===== config.mk =====
export PLATFORM = sky130hd
export DESIGN_NAME = dram_arbiter
export DESIGN_NICKNAME = d
export VERILOG_FILES = /design/src/rtl/dram_arbiter.sv
export SDC_FILE = /design/constraint.sdc
export NUM_CORES = 1
export LEC_CHECK = 0
export ABC_CLOCK_PERIOD_IN_PS = 2600
export BUFFER_PORTS_ARGS = -buffer_cell sky130_fd_sc_hd__buf_4
export CAP_MARGIN = 20
export CORE_MARGIN = 2
export CORE_UTILIZATION = 24
export DETAILED_ROUTE_END_ITERATION = 10
export PLACE_DENSITY_LB_ADDON = 0.12
export SLEW_MARGIN = 20
export SYNTH_ARGS = -nofsm -noshare
export SYNTH_HDL_FRONTEND = slang
export SYNTH_SLANG_ARGS = --single-unit

===== constraint.sdc =====
create_clock -name clk -period 2.6 [get_ports clk]
set_clock_uncertainty 0.05 [all_clocks]
set_input_delay 0.13 -clock clk [delete_from_list [all_inputs] [get_ports clk]]
set_output_delay 0.13 -clock clk [all_outputs]
set_load 0.02 [all_outputs]

===== src/rtl/dram_arbiter.sv =====
// dram_arbiter: two-port (instruction fetch / load-store) arbiter in front of a
// single-port asynchronous-read RAM. Round-robin on conflict, one access per
// cycle, fixed one-cycle read latency, sticky error flag for illegal accesses.
module dram_arbiter #(
  parameter int RAM_AW = 16
) (
  input  logic              clk,
  input  logic              rst,
  input  logic              if_req,
  input  logic [31:0]       if_addr,
  output logic              if_gnt,
  output logic              if_rvalid,
  output logic [31:0]       if_rdata,
  input  logic              ls_req,
  input  logic              ls_we,
  input  logic [31:0]       ls_addr,
  input  logic [31:0]       ls_wdata,
  output logic              ls_gnt,
  output logic              ls_rvalid,
  output logic [31:0]       ls_rdata,
  output logic [RAM_AW-1:0] ram_a,
  output logic [31:0]       ram_d,
  output logic              ram_we,
  input  logic [31:0]       ram_spo,
  output logic              err
);

  // Word aligned and inside the RAM window.
  function automatic logic f_legal(input logic [31:0] a);
    f_legal = (a[1:0] == 2'b00) && ((a >> (RAM_AW + 2)) == 32'd0);
  endfunction

  // 1 = load/store held the most recent grant, so fetch wins the next conflict.
  logic        r_last_ls;
  logic        r_if_rvalid;
  logic        r_ls_rvalid;
  logic [31:0] r_if_rdata;
  logic [31:0] r_ls_rdata;
  logic        r_err;

  logic        w_if_gnt;
  logic        w_ls_gnt;
  logic        w_any_gnt;
  logic [31:0] w_addr;
  logic        w_legal;

  // Combinational round-robin grant, suppressed during reset.
  always_comb begin
    w_if_gnt = 1'b0;
    w_ls_gnt = 1'b0;
    if (rst) begin
      w_if_gnt = 1'b0;
      w_ls_gnt = 1'b0;
    end else begin
      w_ls_gnt = ls_req && (!if_req || !r_last_ls);
      w_if_gnt = if_req && !w_ls_gnt;
    end
  end

  assign w_any_gnt = w_if_gnt || w_ls_gnt;

  // Select the granted address; zero when idle.
  always_comb begin
    w_addr = 32'd0;
    if (w_ls_gnt) begin
      w_addr = ls_addr;
    end else if (w_if_gnt) begin
      w_addr = if_addr;
    end else begin
      w_addr = 32'd0;
    end
  end

  assign w_legal = f_legal(w_addr);

  assign if_gnt = w_if_gnt;
  assign ls_gnt = w_ls_gnt;
  assign ram_a  = w_any_gnt ? w_addr[RAM_AW+1:2] : {RAM_AW{1'b0}};
  assign ram_d  = w_any_gnt ? ls_wdata : 32'd0;
  assign ram_we = w_ls_gnt && ls_we && w_legal;

  assign if_rvalid = r_if_rvalid;
  assign if_rdata  = r_if_rdata;
  assign ls_rvalid = r_ls_rvalid;
  assign ls_rdata  = r_ls_rdata;
  assign err       = r_err;

  // Response pipeline: capture RAM data at the grant edge, pulse rvalid next cycle.
  always_ff @(posedge clk or posedge rst) begin
    if (rst) begin
      r_last_ls   <= 1'b0;
      r_if_rvalid <= 1'b0;
      r_ls_rvalid <= 1'b0;
      r_if_rdata  <= 32'd0;
      r_ls_rdata  <= 32'd0;
      r_err       <= 1'b0;
    end else begin
      r_if_rvalid <= w_if_gnt;
      r_ls_rvalid <= w_ls_gnt;
      if (w_any_gnt) begin
        r_last_ls <= w_ls_gnt;
      end
      if (w_if_gnt) begin
        r_if_rdata <= w_legal ? ram_spo : 32'd0;
      end
      if (w_ls_gnt) begin
        if (!w_legal) begin
          r_ls_rdata <= 32'd0;
        end else if (!ls_we) begin
          r_ls_rdata <= ram_spo;
        end
        // legal store: acknowledge only, load data register keeps its value
      end
      if (w_any_gnt && !w_legal) begin
        r_err <= 1'b1;
      end
    end
  end

endmodule


==> impl_metrics.ini <==
[final_layout]
utilization = 0.424
areaGrowthSynthToFinish_pct = 74.8
ff_latch_area_mm2 = 0.00170
final_nets = 739
antennaDiodeCount = 0
multi_input_area_mm2 = 0.00158
drive_gt1_frac = 0.462
nFillCells = 1416

[logic_synthesis]
syn_avg_cell_area_um2 = 10.3
synth_top_area_share = 0.488
synth_nets = 473
synthesis.area_mm2 = 0.00349
ys_seq_area_frac = 0.488
yosys_warnings = 0
ys_types = 23
ys_seq_elements = 68
yosys.area.top_type = dfrtp_1
synthTopCellsByArea = dfrtp_1, a22o_1, nand4b_1
netlist_instances = 340

[cts]
cts_num_sinks = 68
cts.path.max_buffers = 2
clk_latency_ps = 330
cts.clk_slew.worst_paths_ps = 60
cts_tree = built
cts_buffers = 9
htreeDepth = 3
cts_root_buffer = clkbuf_16

[setup_path]
critPathKind = register to output pin
cp_data_required_time_ps = 2420
crit_fanout = 20
critPathArrivalTime_ps = 1810
cp-startpoint = r_last_ls$_DFFE_PP0N_
cp-start-kind = register
rr_endpoint = if_rdata[28]$_DFFE_PP0N_
timing.rr.start = r_last_ls$_DFFE_PP0N_
r2r_slack_ps = 780
rr_worst_depth = 6
end_kind = output pin

[min_path]
hp-class = input pin to register
hold_start = ls_req
worstHoldPathCells = 3
min_to = r_last_ls$_DFFE_PP0N_

[timing]
min_period_ps = 1990
setup_viol = 0
whs_ps = 73.0
max_freq_ghz = 0.502
worstMarginPinSlew_ps = 912
hold_viol = 0
period_share = 0.766
slew_viol_final = 0
timing.slew.headroom = 0.392
rsz0062_at_grt = no
setup_tns_ps = 0

[pwr]
p_leak_uw = 0.00297
power_density_mw_per_mm2 = 463
ir_drop_mv = 0.247

[detailed_routing]
via_per_inst = 4.82
ant_nets = 0
drc = 0
wl_per_cell_um = 16.5
dr.pass1.iters = 4
drt_iter0_markers = 219
routed_wl_mm = 13.1
vias = 3835

[floorplanning]
die_width_um = 125
die-area_mm2 = 0.0155
coreArea_mm2 = 0.0144
io_pins = 251
start_util = 0.243
placementRows = 44
die_h_um = 125

[grt]
grt_usage = 0.169
antenna_found_initial = 0
grt_overflow = 0
grt_max_degree = 69
grt_pass1_wl_mm = 21.4
grt_pass1_vias = 3987

[place]
gp_congestion = 0.729
place.port_buffers = 250
dp_hpwl_mm = 9.15

[run]
cap_violations = 0

[run_status]
status = complete, no violations
[metal layers]
layer | up-vias | track usage | wire, um
met5 | - | 0 | 0
met4 | 0 | 0.0403 | 157
met3 | 12 | 0.0490 | 777
met2 | 142 | 0.279 | 6500
met1 | 1876 | 0.219 | 5700
li1 | 1805 | - | -
[synth_stat cells]
| cell | count |
|---|---|
| dfrtp_1 | 68 |
| a22o_1 | 48 |
| and2_1 | 33 |
| nand2_1 | 33 |
| nand3_1 | 32 |
| nand4b_1 | 32 |
| o211ai_1 | 31 |
| clkbuf_1 | 16 |
| buf_2 | 13 |
| nor4_1 | 8 |
| buf_6 | 5 |
| nor2_1 | 4 |
| buf_4 | 3 |
| nand2b_1 | 3 |
| and4_1 | 2 |
| inv_2 | 2 |
| a21o_1 | 1 |
| and3_1 | 1 |
| inv_1 | 1 |
| nand3_2 | 1 |
| o211ai_2 | 1 |
| o21ai_0 | 1 |
| or3_1 | 1 |
[worst max-delay path, cell delays in order, from the launching register on]
cell     delay, ps
dfrtp_1        400
a21o_1         200
inv_2          290
buf_4          260
and3_1         170
buf_4          140
[cell families after synthesis]
logic type	Yosys count	share of synthesized area
and+or+nand+nor	150	0.256
DFF	68	0.488
buffers and inverters	40	0.0617
AOI/OAI and AO/OA	82	0.194
[final cells by class]
type / instances / share of cell area
Inverter: 3 / 0.00246
Clock inverter: 4 / 0.00800
Tap cell: 184 / 0.0378
Multi-Input combinational cell: 232 / 0.260
Timing Repair Buffer: 292 / 0.373
Clock buffer: 12 / 0.0404
Sequential cell: 68 / 0.279
[through the flow]
| stage | total power [uW] | setup slack, ps | instance area [um^2] | cells |
|---|---|---|---|---|
| final | 2820 | 608 | 6100 | 795 |
| after global placement | 1570 | 697 | 5480 | 747 |
| after floorplan | 1290 | 295 | 3490 | 340 |
| after global routing | 2940 | 503 | 6100 | 795 |
| after CTS | 2860 | 586 | 6100 | 795 |
| after detailed placement | 1570 | 682 | 5480 | 747 |
[state kept, by name, indices dropped and copies added (netlist names)]
name / flops
if_rdata: 32
ls_rdata: 32
err: 1
if_rvalid: 1
ls_rvalid: 1
r_last_ls: 1
[repair_timing]
action	in CTS	in global routing
buffers inserted	0	0
gates resized for setup	0	0
hold buffers	32	0
endpoints found under the hold margin	32	0
endpoints found under the setup margin	0	0
[cell usage in the layout, fill, tap and decap left out, types with 2 or more instances in the layout]
cell type      netlist  routed
nand3_1             32      32
clkinv_2             0       2
dfrtp_1             68      68
and2_1              33      33
dlygate4sd3_1        0      32
nor4_1               8       8
a22o_1              48      48
nand4b_1            32      32
clkbuf_16            0       9
nand2_1             33      33
nand2b_1             3       3
clkbuf_1            16       2
inv_2                2       2
o211ai_1            31      31
buf_4                3     260
nor2_1               4       2
[power breakdown]
group / total, uW / leakage, uW / switching (uW) / internal [uW]
Sequential: 1070 / 0.000942 / 3.19 / 1060
Clock: 1230 / 0.000147 / 467 / 768
Combinational: 521 / 0.00188 / 254 / 267
Total: 2820 / 0.00297 / 724 / 2100
[worst max path at each step]
stage                              endpoint  slack (ps)
floorplan           if_rdata[0]$_DFFE_PP0N_         300
global placement                     ram_we         700
detailed placement                   ram_we         680
CTS                                  ram_we         590
global route                         ram_we         500
finish                               ram_we         610
No activity file was read; power rests on OpenSTA's default activity.
